$ cat src/rtl/ext_pipe_if.sv
// ext_pipe_if: handshake bundle between the decode stage and the immediate extender.
//   in_valid  / in_ready   input transfer handshake
//   imm, EOp               immediate and extension mode (sampled on accept)
//   out_valid / out_ready  output transfer handshake
//   ext, out_err           extended result and illegal-mode flag
// Modports: slave = extender side, master = producer/consumer side.
interface ext_pipe_if #(
  parameter int IMM_W  = 16,
  parameter int DATA_W = 32
) ();
  logic              in_valid;
  logic              in_ready;
  logic [IMM_W-1:0]  imm;
  logic [2:0]        EOp;
  logic              out_valid;
  logic              out_ready;
  logic [DATA_W-1:0] ext;
  logic              out_err;

  modport slave (
    input  in_valid, imm, EOp, out_ready,
    output in_ready, out_valid, ext, out_err
  );

  modport master (
    output in_valid, imm, EOp, out_ready,
    input  in_ready, out_valid, ext, out_err
  );
endinterface

$ cat src/rtl/ext_pipe.sv
// ext_pipe: registered immediate extender with a 2-entry (main + skid) output buffer.
// Widens an IMM_W-bit immediate to DATA_W bits in one of five modes; modes
// 101-111 are illegal and produce ext=0 with out_err=1.
// Ports:
//   clk         rising-edge clock
//   reset       asynchronous active-low reset
//   bus         ext_pipe_if.slave (in_valid/in_ready/imm/EOp, out_valid/out_ready/ext/out_err)
//   clr_err     synchronous clear of err_sticky
//   err_sticky  set by any accepted illegal EOp, held until cleared (set wins)
module ext_pipe #(
  parameter int IMM_W  = 16,
  parameter int DATA_W = 32,
  parameter int SHIFT  = 2
) (
  input  logic       clk,
  input  logic       reset,
  ext_pipe_if.slave  bus,
  input  logic       clr_err,
  output logic       err_sticky
);

  if (DATA_W < IMM_W + SHIFT) begin : g_bad_params
    $error("ext_pipe: DATA_W must be >= IMM_W + SHIFT");
  end

  // Returns {illegal, result}.
  function automatic logic [DATA_W:0] extend(input logic [IMM_W-1:0] v,
                                             input logic [2:0]       mode);
    logic signed [IMM_W-1:0]  sv;
    logic signed [DATA_W-1:0] sx;
    logic        [DATA_W-1:0] zx;
    logic        [DATA_W-1:0] r;
    logic                     bad;
    sv  = signed'(v);
    sx  = DATA_W'(sv);
    zx  = DATA_W'(v);
    r   = '0;
    bad = 1'b0;
    case (mode)
      3'b000:  r = sx;
      3'b001:  r = zx;
      3'b010:  r = zx << (DATA_W - IMM_W);
      3'b011:  r = sx << SHIFT;
      3'b100:  r = zx << SHIFT;
      default: begin
        r   = '0;
        bad = 1'b1;
      end
    endcase
    return {bad, r};
  endfunction

  // ---- stage p0: combinational extension at the input ----
  logic [DATA_W:0] res_p0;
  logic            acc_p0;
  logic            drain_p0;

  // ---- stage p1: main (M) and skid (S) registers ----
  logic              vld_p1;
  logic [DATA_W-1:0] m_ext_p1;
  logic              m_err_p1;
  logic              s_vld_p1;
  logic [DATA_W-1:0] s_ext_p1;
  logic              s_err_p1;
  logic              rdy_p1;

  logic vld_n;
  logic s_vld_n;
  logic ld_m_new;
  logic ld_m_skid;
  logic ld_s;

  assign res_p0   = extend(bus.imm, bus.EOp);
  assign acc_p0   = bus.in_valid & rdy_p1;
  assign drain_p0 = vld_p1 & bus.out_ready;

  // rdy_p1 mirrors !s_vld_p1, so an accept never coincides with a full skid
  // register and the M<=S refill path never has to merge a new item.
  always_comb begin
    vld_n     = vld_p1;
    s_vld_n   = s_vld_p1;
    ld_m_new  = 1'b0;
    ld_m_skid = 1'b0;
    ld_s      = 1'b0;
    if (!vld_p1 || drain_p0) begin
      if (s_vld_p1) begin
        ld_m_skid = 1'b1;
        s_vld_n   = 1'b0;
        vld_n     = 1'b1;
      end else if (acc_p0) begin
        ld_m_new = 1'b1;
        vld_n    = 1'b1;
      end else begin
        vld_n = 1'b0;
      end
    end else if (acc_p0) begin
      ld_s    = 1'b1;
      s_vld_n = 1'b1;
    end
  end

  always_ff @(posedge clk or negedge reset) begin
    if (!reset) begin
      vld_p1     <= 1'b0;
      s_vld_p1   <= 1'b0;
      rdy_p1     <= 1'b0;
      err_sticky <= 1'b0;
      m_ext_p1   <= '0;
      m_err_p1   <= 1'b0;
    end else begin
      vld_p1   <= vld_n;
      s_vld_p1 <= s_vld_n;
      rdy_p1   <= !s_vld_n;
      if (acc_p0 && res_p0[DATA_W]) begin
        err_sticky <= 1'b1;
      end else if (clr_err) begin
        err_sticky <= 1'b0;
      end
      if (ld_m_new) begin
        {m_err_p1, m_ext_p1} <= res_p0;
      end else if (ld_m_skid) begin
        {m_err_p1, m_ext_p1} <= {s_err_p1, s_ext_p1};
      end
    end
  end

  // Skid payload is only observed through M after s_vld_p1, so it needs no reset.
  always_ff @(posedge clk) begin
    if (ld_s) begin
      {s_err_p1, s_ext_p1} <= res_p0;
    end
  end

  assign bus.in_ready  = rdy_p1;
  assign bus.out_valid = vld_p1;
  assign bus.ext       = m_ext_p1;
  assign bus.out_err   = m_err_p1;

endmodule

$ cat src/flat_wrapper.sv
// flat-port wrapper written by rule: the top's interface ports become plain ports
module ext_pipe_flat 
#(
  parameter int IMM_W  = 16,
  parameter int DATA_W = 32,
  parameter int SHIFT  = 2
)
  (clk, reset, clr_err, err_sticky, bus_in_valid, bus_imm, bus_EOp, bus_out_ready, bus_in_ready, bus_out_valid, bus_ext, bus_out_err);
  ext_pipe_if #(.IMM_W(IMM_W), .DATA_W(DATA_W)) bus_i ();
  input  logic clk;
  input  logic reset;
  input  logic clr_err;
  output logic err_sticky;
  input wire logic [$bits(bus_i.in_valid)-1:0] bus_in_valid;
  input wire logic [$bits(bus_i.imm)-1:0] bus_imm;
  input wire logic [$bits(bus_i.EOp)-1:0] bus_EOp;
  input wire logic [$bits(bus_i.out_ready)-1:0] bus_out_ready;
  output wire logic [$bits(bus_i.in_ready)-1:0] bus_in_ready;
  output wire logic [$bits(bus_i.out_valid)-1:0] bus_out_valid;
  output wire logic [$bits(bus_i.ext)-1:0] bus_ext;
  output wire logic [$bits(bus_i.out_err)-1:0] bus_out_err;
  assign bus_i.in_valid = bus_in_valid;
  assign bus_i.imm = bus_imm;
  assign bus_i.EOp = bus_EOp;
  assign bus_i.out_ready = bus_out_ready;
  assign bus_in_ready = bus_i.in_ready;
  assign bus_out_valid = bus_i.out_valid;
  assign bus_ext = bus_i.ext;
  assign bus_out_err = bus_i.out_err;
  ext_pipe #(.IMM_W(IMM_W), .DATA_W(DATA_W), .SHIFT(SHIFT)) u_core (.clk(clk), .reset(reset), .bus(bus_i), .clr_err(clr_err), .err_sticky(err_sticky));
endmodule
$ cat config.mk
export PLATFORM = sky130hd
export DESIGN_NAME = ext_pipe_flat
export DESIGN_NICKNAME = d
export VERILOG_FILES = /design/src/rtl/ext_pipe_if.sv /design/src/rtl/ext_pipe.sv /design/src/flat_wrapper.sv
export SDC_FILE = /design/constraint.sdc
export NUM_CORES = 1
export LEC_CHECK = 0
export CAP_MARGIN = 20
export CELL_PAD_IN_SITES_DETAIL_PLACEMENT = 1
export CELL_PAD_IN_SITES_GLOBAL_PLACEMENT = 1
export CORE_ASPECT_RATIO = 1.5
export CORE_UTILIZATION = 45
export CTS_CLUSTER_SIZE = 30
export DETAILED_ROUTE_END_ITERATION = 6
export PLACE_DENSITY = 0.83
export RECOVER_POWER = 100
export SYNTH_ARGS = -nofsm -noshare
export SYNTH_HDL_FRONTEND = slang
export SYNTH_SLANG_ARGS = --single-unit
$ cat constraint.sdc
create_clock -name clk -period 5.5 [get_ports clk]
set_clock_uncertainty 0.15 [all_clocks]
set_input_delay 1.1 -clock clk [delete_from_list [all_inputs] [get_ports clk]]
set_output_delay 1.1 -clock clk [all_outputs]
set_load 0.02 [all_outputs]
Word-level counts from Yosys, hierarchy flattened:

Cells that the tools add are included.

* bits in registers: 70
* input bits: 24
* output and inout port bits: 36
* logic and storage cells: 39

* equal/unequal tests: 4
* muxes and demuxes: 17
* bitwise gates (word level): 2
* reductions and logical operators: 8

Operator list (count)
* $pmux W32 S5: 1
* $mux W32: 2
* $mux W1: 14
* $eq A3 B2 Y1 const B: 2
* $reduce_or A5 Y1: 1
* $reduce_bool A2 Y1: 2
* $eq A3 B1 Y1 const B: 1
* $eq A3 B3 Y1 const B: 1
* $logic_not A3 Y1: 1
* $and A1 B1 Y1: 2
* $logic_not A1 Y1: 2
* $logic_and A1 B1 Y1: 1
* $logic_or A1 B1 Y1: 1

Depth between registers and ports, before layout:

Gate-level depths: netlist of run 1.

* word-level depth: 5
* gate-level depth with buffers: 6
* gate-level depth less buffers: 4

Least setup slack after synthesis of run 1:

OpenSTA, ideal clock, no wires.

* path type: in2reg
* start point: input port bus_out_ready
* end point: register u_core.s_err_p1 (enable)
* setup time: 0.423 ns
* arrival: 2.803 ns
* required time: 4.927 ns
* path slack: 2.124 ns
* cell stages on the path: 3
* path buffers: 1
* cell sequence: nand2b_1 -> buf_2 -> nor2_1

* cells in the longest elaborated chain, start to end: 3

Ends and longest elaborated chain
* from (decl): line flat_wrapper.sv:17 `input wire logic [$bits(bus_i.out_ready)-1:0] bus_out_ready;`
* $and A1 B1 Y1: line ext_pipe.sv:75 `assign drain_p0 = vld_p1 & bus.out_ready;`
* $logic_or A1 B1 Y1: line ext_pipe.sv:85 `if (!vld_p1 || drain_p0) begin`
* $mux W1: line ext_pipe.sv:85
* net u_core.ld_s: line ext_pipe.sv:71 `logic ld_s;`
* to (signal assigned): line ext_pipe.sv:130 `{s_err_p1, s_ext_p1} <= res_p0;`
* to (decl): line ext_pipe.sv:64 `logic s_err_p1;`

The timed path passes the listed nets, and every way through them passes these cells.
A chain may end at the register's enable or synchronous reset.

Worst setup path after layout of run 1:

* start point: input port bus_in_valid
* end point: register u_core.s_ext_p1[13] (enable)

* cells in the longest elaborated chain, start to end: 3

Ends and longest elaborated chain
* from (decl): line flat_wrapper.sv:14 `input wire logic [$bits(bus_i.in_valid)-1:0] bus_in_valid;`
* $and A1 B1 Y1: line ext_pipe.sv:74 `assign acc_p0 = bus.in_valid & rdy_p1;`
* $mux W1: line ext_pipe.sv:96 `end else if (acc_p0) begin`
* $mux W1: line ext_pipe.sv:85
* net u_core.ld_s: line ext_pipe.sv:71
* to (signal assigned): line ext_pipe.sv:130
* to (decl): line ext_pipe.sv:63 `logic [DATA_W-1:0] s_ext_p1;`

The timed path passes the listed nets, and every way through them passes these cells.

==> impl_metrics.csv, run 1 <==
group,metric,value,unit
outcome,status,"finished with violations",
outcome,violations,"capacitance limit, slew limit",
global_route,grt_pass1_vias,2846,
cts,cts_root_buf,"clkbuf_8",
route,drc,0,
cts,post_cts_resized,0,
die,num_io_pins,60,
cells_and_area,seqCellArea,0.001917,mm²
cts,cts_setup_buffers,0,
cts,h-tree-depth,3,
logic_synthesis,synth-edff-count,33,
setup_path,cp_cell_sequence,"dlygate4sd3_1 -> nand2_1 -> nor2_1 -> buf_4",
route,finalWirelength,9.555,mm
setup_path,path_class,"in2reg",
logic_synthesis,async_flop_share,0.5286,
route,vias,2787,
global_route,grt_pass1_wl,15.45,mm
power,p_leak,1.828,nW
sta,period_minus_slack,3961,ps
logic_synthesis,yosysUniqueCellTypes,34,
cells_and_area,antenna_cells,0,
sta,timing.final.crit_share,0.7202,
logic_synthesis,yosysSeqAreaShare,0.5565,
setup_path,crit_family,"simple AND/OR/NAND/NOR gates",
global_route,grt_start_max_net_pins,38,
route,post_drt_wl_per_cell,21.52,µm
power,p_int,1.073,mW
cts,worst_skew_pair.late_latency,350,ps
setup_path,critPathRequiredTime,5380,ps
sta,max_slew.worst_pin.slew,2026,ps
sta,slew_viol_final,38,
cells_and_area,fin_area,0.004185,mm²
die,num_rows,38,
cells_and_area,nNetsFinal,363,
cells_and_area,drive_above_1_share,0.05233,
placement,place.gp.congestion,0.7662,
logic_synthesis,synth_flop_cell,"dfrtp_1",
power,vdd_drop_max,0.1621,mV
power,clockPowerShare,0.224,
setup_path,slowest_stage,"nor2_1",
setup_path,cp_slowest_stage_delay,1190,ps
setup_path,cp_max_fo,30,
logic_synthesis,synth_area,0.003445,mm²
logic_synthesis,ys_ff_latch,70,
sta,rsz0062_at_grt,"false",
die,die_width,73.44,µm
logic_synthesis,postSynthCellCount,292,
placement,placed_cell_area,0.004046,mm²
setup_path,start_kind,"input port",
power,p_seq_frac,0.445,
sta,finalSetupTns,0,ps
run,max_cap_violations,2,
setup_path,critPathBufInv,2,
setup_path,end_kind,"register",
power,power.share.switching,0.3321,
sta,hold_violations,0,
cts,cts_hold_buf,0,
global_route,track_usage,0.2605,
power,comb_power_share,0.331,
route,drt_pass1_iterations,4,
global_route,antenna_found_initial,0,
sta,slew-limit-headroom,-0.3507,
cts,cts-buffers-inserted,9,
placement,io_buffer_count,59,
route,vias_per_cell,6.277,
die,core,0.007322,mm²
sta,clock.fmax,0.2525,GHz
cts,cts_tree,"built",
hold_path,hold_class,"reg2reg",
route,drtIter0Drc,185,
logic_synthesis,syn_nets,316,
cells_and_area,fillers,814,
cts,clock_path_buffers,2,
logic_synthesis,yosysWarningCount,0,
sta,final-setup-viol-count,0,
power,power.switching,0.5333,mW
cells_and_area,multi_input_area,0.001356,mm²
setup_path,arrival,3850,ps
route,detail-route-antenna-nets,0,
cts,clkTransAtPathRegs,70,ps
cells_and_area,syn2layout_area_growth,21.50,%
global_route,overflow,0,
placement,hpwlAfterDp,6.486,mm
logic_synthesis,avgSynthCellArea,11.80,µm²
die,die_area,0.008016,mm²
die,die_h,109.2,µm
cts,clock-sinks,70,
power,p_per_area,383.7,mW/mm²
die,start_util,0.4704,
==> cells in the final DEF (no fill, tap or decap), types with 2 or more instances in the layout <==
cell type | synthesis | layout
a21o_1 | 26 | 26
a21oi_1 | 20 | 20
a221o_1 | 38 | 38
a22oi_1 | 5 | 5
and2_0 | 0 | 2
and2_1 | 4 | 2
and2b_1 | 2 | 2
and3_1 | 26 | 26
clkbuf_1 | 9 | 6
clkbuf_8 | 0 | 10
clkdlybuf4s50_1 | 0 | 18
dfrtp_1 | 37 | 37
dlygate4sd3_1 | 0 | 40
edfxtp_1 | 33 | 33
inv_1 | 2 | 3
mux2i_1 | 2 | 2
nand2_1 | 7 | 7
nand2b_1 | 3 | 3
nand3b_1 | 2 | 2
nor2_1 | 4 | 5
nor2b_1 | 2 | 2
nor3b_1 | 11 | 12
o21ai_0 | 7 | 19
o22ai_1 | 10 | 10
==> flip-flops by register name, indices dropped and copies added, names as in the netlist <==
name and flops:
u_core.bus.in_ready 1, u_core.s_vld_p1 1, u_core.bus.ext 32, u_core.bus.out_valid 1, u_core.bus.out_err 1, u_core.s_ext_p1 32
u_core.err_sticky 1, u_core.s_err_p1 1
==> cells by family after synthesis <==
group	share of synthesized area
multiplexers	0.005812
AND/OR/NAND/NOR	0.1311
flip-flops	0.5565
buffers and inverters	0.04541
AO/OA/AOI/OAI	0.2612
==> cell type report <==
| cell class | instances | area share |
|---|---|---|
| clock inverters | 2 | 0.002093 |
| clock buffers | 14 | 0.03647 |
| inverters | 4 | 0.003587 |
| flip-flops and latches | 70 | 0.4580 |
| repair buffers | 62 | 0.1459 |
| well taps | 100 | 0.02990 |
| multi-input cells | 192 | 0.3241 |
==> metal layers <==
| layer | part of all wire | wire, µm | global-route usage | vias to the layer above |
|---|---|---|---|---|
| li1 | - | - | - | 1243 |
| met5 | 0 | 0 | 0 | - |
| met1 | 0.41 | 3949 | 0.3234 | 1453 |
| met4 | 0.015 | 141 | 0.08654 | 0 |
| met3 | 0.038 | 361 | 0.05268 | 12 |
| met2 | 0.53 | 5102 | 0.4491 | 79 |
==> synthesized netlist by cell type, types with 3 or more instances <==
master,n,share of area
clkbuf_1,9,0.0098
a22oi_1,5,0.011
a21oi_1,20,0.029
o21ai_0,7,0.010
buf_2,8,0.012
buf_4,9,0.020
nor3b_1,11,0.024
and3_1,26,0.047
nand2_1,7,0.0076
dfrtp_1,37,0.27
a221o_1,38,0.11
a21o_1,26,0.057
nor2_1,4,0.0044
o22ai_1,10,0.018
edfxtp_1,33,0.29
nand2b_1,3,0.0054
o21ai_1,12,0.017
and2_1,4,0.0073
==> worst reg2reg max path, cell delays in order, from the launching register on <==
cell and delay (ps):
dfrtp_1 390, nand2_1 560, nor2_1 1200, buf_4 430
==> path summary, 6_finish.rpt <==
path                                     start                   to  slack (ps)  cells after the start
max reg2reg                u_core.bus.in_ready  u_core.s_ext_p1[13]        2450                      3
min reg2reg                 u_core.s_ext_p1[0]    u_core.bus.ext[0]         360                      2
max in group asynchronous                reset   u_core.bus.ext[25]        2870                      1
min in group asynchronous                reset    u_core.err_sticky        1180                      1
min                         u_core.s_ext_p1[0]    u_core.bus.ext[0]         360                      2
max                               bus_in_valid  u_core.s_ext_p1[13]        1540                      4
==> stage by stage <==
stage | util | total power, mW | hold slack [ps] | worst slack, ps | std cells
global placement | 0.5506 | 1.270 | 348.3 | 1695 | 427
global route | 0.5716 | 1.684 | 402.7 | 1350 | 444
finish | 0.5716 | 1.606 | 361.7 | 1539 | 444
floorplan | - | 1.037 | 299.4 | 2124 | 292
detailed placement | 0.5526 | 1.294 | 339.8 | 1570 | 428
CTS | 0.5747 | 1.654 | 371.8 | 1945 | 444
==> power by group through the flow <==
stage               Combinational [mW]  Sequential, mW  Clock (mW)
floorplan                        0.225           0.812           0
global placement                 0.548           0.722           0
detailed placement               0.565           0.729           0
CTS                              0.570           0.720       0.364
global route                     0.572           0.727       0.385
finish                           0.532           0.715       0.359
(Power assumes the default switching activity.)
==> run 2: changes to the inputs <==
--- a/config.mk
+++ b/config.mk
@@ -9,10 +9,10 @@
 export CELL_PAD_IN_SITES_DETAIL_PLACEMENT = 1
 export CELL_PAD_IN_SITES_GLOBAL_PLACEMENT = 1
 export CORE_ASPECT_RATIO = 1.5
-export CORE_UTILIZATION = 45
+export CORE_UTILIZATION = 42
 export CTS_CLUSTER_SIZE = 30
 export DETAILED_ROUTE_END_ITERATION = 6
-export PLACE_DENSITY = 0.83
+export PLACE_DENSITY = 0.78
 export RECOVER_POWER = 100
 export SYNTH_ARGS = -nofsm -noshare
 export SYNTH_HDL_FRONTEND = slang
==> constraint.sdc (replaced) <==
create_clock -name clk -period 3.9 [get_ports clk]
set_clock_uncertainty 0.15 [all_clocks]
set_input_delay 0.78 -clock clk [delete_from_list [all_inputs] [get_ports clk]]
set_output_delay 0.78 -clock clk [all_outputs]
set_load 0.02 [all_outputs]
==> run 2 against run 1 <==
  * Via count increased by 0.50%
  * Combinational power rose by 42%
  * First-iteration DRC count fell by 7.6%
  * The run still ends with capacitance limit, slew limit left
  * Critical endpoint is now u_core.bus.ext[0]
  * Power is 56% higher
  * Critical path type unchanged
==> impl_metrics.csv, run 2 (synthesis results as in run 1) <==
group,metric,value,unit
setup_path,path_class,"in2reg",
global_route,antenna_found_initial,0,
global_route,grtUsageMet3,0.03790,
cts,cts_tree,"built",
sta,hold_ws,346.4,ps
setup_path,cp_slowest_stage_delay,790,ps
die,start_util,0.4329,
cells_and_area,antenna_cells,0,
route,detail-route-antenna-nets,0,
global_route,grt_util_met2,0.4218,
setup_path,end_kind,"register",
route,post_drt_wl_per_cell,21.55,µm
die,die_width,75.94,µm
route,drt_pass1_iterations,4,
global_route,track_usage,0.2407,
cells_and_area,mostFrequentLayoutCell,"dlygate4sd3_1",
global_route,top_usage_layer,"met2",
global_route,grt_start_max_net_pins,38,
setup_path,slowest_stage,"nor2_1",
setup_path,cp_max_fo,14,
placement,hpwlAfterDp,6.320,mm
hold_path,hold_class,"reg2reg",
global_route,grt_util_met1,0.2829,
cts,clock_path_buffers,2,
power,p_seq_frac,0.404,
power,clockPowerShare,0.295,
power,vdd_drop_max,0.2471,mV
power,p_int,1.717,mW
sta,slew-limit-headroom,-0.4686,
cts,clkTransAtPathRegs,50,ps
run,max_cap_violations,1,
die,num_rows,40,
sta,timing.final.crit_share,0.7778,
die,die_h,112.9,µm
power,power.switching,0.7816,mW
cts,cts_root_buf,"clkbuf_16",
global_route,overflow,0,
cts,post_cts_resized,0,
route,vias,2801,
power,power.share.switching,0.3128,
setup_path,critPathRequiredTime,4000,ps
outcome,violations,"capacitance limit, slew limit",
cells_and_area,final_cell_mix,"dlygate4sd3_1 (41), a221o_1 (38), dfrtp_1 (37), edfxtp_1 (33)",
cells_and_area,fin_util,0.5417,
placement,io_buffer_count,59,
route,vias_per_cell,6.183,
cts,h-tree-depth,3,
sta,clock.fmax,0.3297,GHz
placement,dp_cells,437,
outcome,status,"finished with violations",
global_route,grt_pass1_wl,15.73,mm
setup_path,cp_cell_sequence,"dlygate4sd3_1 -> clkbuf_1 -> nor2_1 -> and2_0 -> a22oi_1 -> o21ai_0",
route,finalWirelength,9.761,mm
sta,finalSetupTns,0,ps
die,die_area,0.008575,mm²
setup_path,arrival,3130,ps
setup_path,reg2regPathDepth,5,
hold_path,worstHoldPathCells,2,
power,p_leak,1.887,nW
cells_and_area,nNetsFinal,367,
power,comb_power_share,0.301,
placement,placed_cell_area,0.004075,mm²
die,num_io_pins,60,
cts,cts_setup_buffers,0,
cts,cts-buffers-inserted,9,
sta,final-setup-viol-count,0,
placement,place.gp.congestion,0.7880,
sta,rsz0062_at_grt,"false",
sta,max_slew.worst_pin.slew,2203,ps
cts,clock-sinks,70,
cells_and_area,fin_cells,453,
route,drtIter0Drc,171,
power,p_per_area,579.7,mW/mm²
sta,slew_viol_final,38,
cts,worst_skew_pair.late_latency,340,ps
cells_and_area,fillers,816,
sta,period_minus_slack,3034,ps
cells_and_area,syn2layout_area_growth,25.14,%
sta,hold_violations,0,
setup_path,start_kind,"input port",
global_route,grt_pass1_vias,2943,
die,core,0.007958,mm²
cts,cts_hold_buf,0,
cells_and_area,fin_area,0.004310,mm²
cells_and_area,drive_above_1_share,0.05460,
route,drc,0,
run 2: cell count changes in the layout (fill, tap and decap cells not counted), moves of 3 or more:
cell,change
buf_4,+4
clkbuf_1,+3
clkbuf_16,+9
clkbuf_8,-9
run 2: metal layers:
layer  vias to the layer above  wire (µm)
li1                       1256          -
met1                      1464       3986
met2                        64       5195
met3                        17        326
met4                         0        253
met5                         -          0
run 2: critical path: cells and delay by family:
| family | cells | cell delay (ps) |
|---|---|---|
| buf+inv | 2 | 1030 |
| compound gates | 2 | 270 |
| simple gates | 2 | 1060 |
run 2: final timing paths:
kind                                     start                 end  slack (ps)
min in group asynchronous                reset  u_core.bus.ext[20]         930
hold / removal              u_core.s_ext_p1[0]   u_core.bus.ext[0]         350
hold reg to reg             u_core.s_ext_p1[0]   u_core.bus.ext[0]         350
setup / recovery                    bus_EOp[2]   u_core.bus.ext[0]         870
setup reg to reg           u_core.bus.in_ready   u_core.bus.ext[6]        1600
max in group asynchronous                reset     u_core.s_vld_p1        1390
run 2: power by group through the flow:
stage	Clock, mW	Sequential, mW	Combinational (mW)
detailed placement	0	1.03	0.802
floorplan	0	1.15	0.317
global route	0.773	1.03	0.808
finish	0.737	1.01	0.753
global placement	0	1.02	0.788
CTS	0.741	1.02	0.807
run 2: through the flow:
step	total power, mW	setup slack, ps
after floorplan	1.463	843.5
after global placement	1.804	1014
after detailed placement	1.830	983.9
after CTS	2.564	1329
after global routing	2.611	636.2
final	2.499	866.5
run 2: cell type report:
cell class | instances | area [µm²] | share of cell area
repair buffers | 66 | 629.4 | 0.1460
well taps | 105 | 131.4 | 0.03048
flip-flops and latches | 70 | 1917 | 0.4447
inverters | 4 | 15.01 | 0.003483
clock buffers | 16 | 261.5 | 0.06067
multi-input cells | 192 | 1356 | 0.3147
==> run 3: changes to the inputs <==
==> constraint.sdc (replaced) <==
create_clock -name clk -period 3.1 [get_ports clk]
set_clock_uncertainty 0.15 [all_clocks]
set_input_delay 0.62 -clock clk [delete_from_list [all_inputs] [get_ports clk]]
set_output_delay 0.62 -clock clk [all_outputs]
set_load 0.02 [all_outputs]
==> run 3 against run 2 <==
  * The run still ends with capacitance limit, slew limit left
  * Sequential cell count unchanged
  * Die area unchanged
  * Clock power up 32%
  * Via count is 0.82% higher
  * Register-to-register slack worse by 1100 ps
  * Sequential power rose by 26%
  * Combinational power up 27%
  * Power rose by 28%
  * Cell area rose by 0.78%
  * Critical path type unchanged
  * Largest power group unchanged
  * Highest routed layer unchanged
==> impl_metrics.csv, run 3 (synthesis results as in run 1) <==
group,metric,value,unit
setup_path,crit_family,"buffers and inverters",
sta,period_minus_slack,2756,ps
route,vias,2824,
sta,clock.fmax,0.3629,GHz
cts,cts_tree,"built",
placement,placed_cell_area,0.004105,mm²
cells_and_area,mostFrequentLayoutCell,"dlygate4sd3_1",
outcome,violations,"capacitance limit, slew limit",
sta,slew-limit-headroom,-0.4851,
sta,timing.final.crit_share,0.8889,
global_route,antenna_found_initial,0,
route,drc,0,
placement,place.gp.congestion,0.7371,
die,start_util,0.4329,
global_route,grt_pass1_vias,2908,
run,max_cap_violations,1,
setup_path,cp_cell_sequence,"dlygate4sd3_1 -> nand2_1 -> clkbuf_2 -> nor2_1 -> clkbuf_1",
cells_and_area,syn2layout_area_growth,26.12,%
cells_and_area,final_cell_mix,"dlygate4sd3_1 (40), a221o_1 (38), dfrtp_1 (37), edfxtp_1 (33)",
die,die_h,112.9,µm
setup_path,cp_slowest_stage_delay,640,ps
cells_and_area,nNetsFinal,371,
sta,max_slew.worst_pin.slew,2228,ps
power,p_leak,1.908,nW
placement,io_buffer_count,59,
cts,clock_path_buffers,2,
die,die_width,75.94,µm
setup_path,critPathRequiredTime,2910,ps
cells_and_area,fin_area,0.004344,mm²
setup_path,crit_path_start,"bus_in_valid",
sta,hold_violations,0,
die,die_area,0.008575,mm²
cts,cts-buffers-inserted,9,
power,p_total,3.197,mW
setup_path,timing.rr.end,"u_core.bus.ext[20]",
global_route,overflow,0,
setup_path,critPathBufInv,3,
placement,hpwlAfterDp,6.424,mm
setup_path,slowest_stage,"clkbuf_1",
power,power.share.switching,0.3105,
cts,h-tree-depth,3,
power,power.switching,0.9926,mW
cts,clock-sinks,70,
cts,post_cts_resized,0,
setup_path,worstReg2RegStart,"u_core.s_vld_p1",
global_route,track_usage,0.2446,
setup_path,r2r_slack,550,ps
power,p_per_area,736.0,mW/mm²
power,clockPowerShare,0.305,
cts,clkTransAtPathRegs,50,ps
outcome,status,"finished with violations",
route,detail-route-antenna-nets,0,
power,p_seq_frac,0.397,
cells_and_area,antenna_cells,0,
route,vias_per_cell,6.179,
setup_path,reg2regPathDepth,4,
global_route,grt_start_max_net_pins,38,
route,finalWirelength,9.915,mm
setup_path,crit_end,"u_core.s_ext_p1[24]",
setup_path,path_class,"in2reg",
sta,final-setup-viol-count,0,
cells_and_area,drive_above_1_share,0.06818,
setup_path,start_kind,"input port",
cts,worst_skew_pair.late_latency,330,ps
setup_path,arrival,2560,ps
cts,cts_setup_buffers,0,
sta,slew_viol_final,38,
cts,cts_root_buf,"clkbuf_16",
cts,cts_hold_buf,0,
die,num_rows,40,
setup_path,cp.depth,5,
route,drtIter0Drc,188,
sta,rsz0062_at_grt,"false",
power,vdd_drop_max,0.3033,mV
die,core,0.007958,mm²
setup_path,cp_max_fo,30,
power,p_int,2.205,mW
setup_path,end_kind,"register",
die,num_io_pins,60,
power,comb_power_share,0.298,
sta,finalSetupTns,0,ps
global_route,grt_pass1_wl,15.93,mm
cells_and_area,fin_util,0.5459,
route,post_drt_wl_per_cell,21.70,µm
hold_path,hold_class,"reg2reg",
route,drt_pass1_iterations,4,
run 3: how the worst min path moves through the flow:
stage,cells after the start,start,end
floorplan,0,reset,u_core.bus.ext[0]
global route,2,u_core.s_ext_p1[1],u_core.bus.ext[1]
CTS,1,reset,u_core.bus.ext[25]
global placement,2,u_core.s_ext_p1[1],u_core.bus.ext[1]
detailed placement,2,u_core.s_ext_p1[0],u_core.bus.ext[0]
finish,2,u_core.s_ext_p1[0],u_core.bus.ext[0]
run 3: layout make-up:
| class | instances | area, µm² |
|---|---|---|
| fillers | 839 | 3613 |
| well taps | 105 | 131.4 |
| multi-input cells | 192 | 1349 |
| clock buffers | 15 | 277.8 |
| clock inverters | 1 | 5.005 |
| inverters | 4 | 15.01 |
| flip-flops and latches | 70 | 1917 |
| repair buffers | 70 | 649.4 |
run 3: worst reg2reg max path: cells and delay by family (launching register included):
kind	cells	cell delay [ps]
AO/OA/AOI/OAI	2	450
buffers and inverters	1	280
flip-flops	1	480
AND/OR/NAND/NOR	1	1120
run 3: per-layer routing:
metal  routed length, µm  GRT usage
met1                4053     0.3044
met2                5287     0.4255
met3                 417    0.04113
met4                 157    0.09359
met5                   0          0
run 3: per-stage QoR:
stage / worst slack, ps / hold slack [ps] / cells
global route: 200.7 / 377.3 / 457
global placement: 434.3 / 311.2 / 441
floorplan: 203.5 / 174.4 / 292
finish: 344.3 / 344.2 / 457
detailed placement: 300.9 / 320.5 / 441
CTS: 635.8 / 309.3 / 457
run 3: power by group through the flow:
stage          combinational (mW)  sequential, mW  clock, mW
5_1_grt                      1.02            1.29       1.02
3_5_place_dp                 1.02            1.29          0
2_1_floorplan               0.399            1.44          0
3_3_place_gp                0.996            1.28          0
4_1_cts                      1.03            1.28      0.984
6_report                    0.954            1.27      0.975
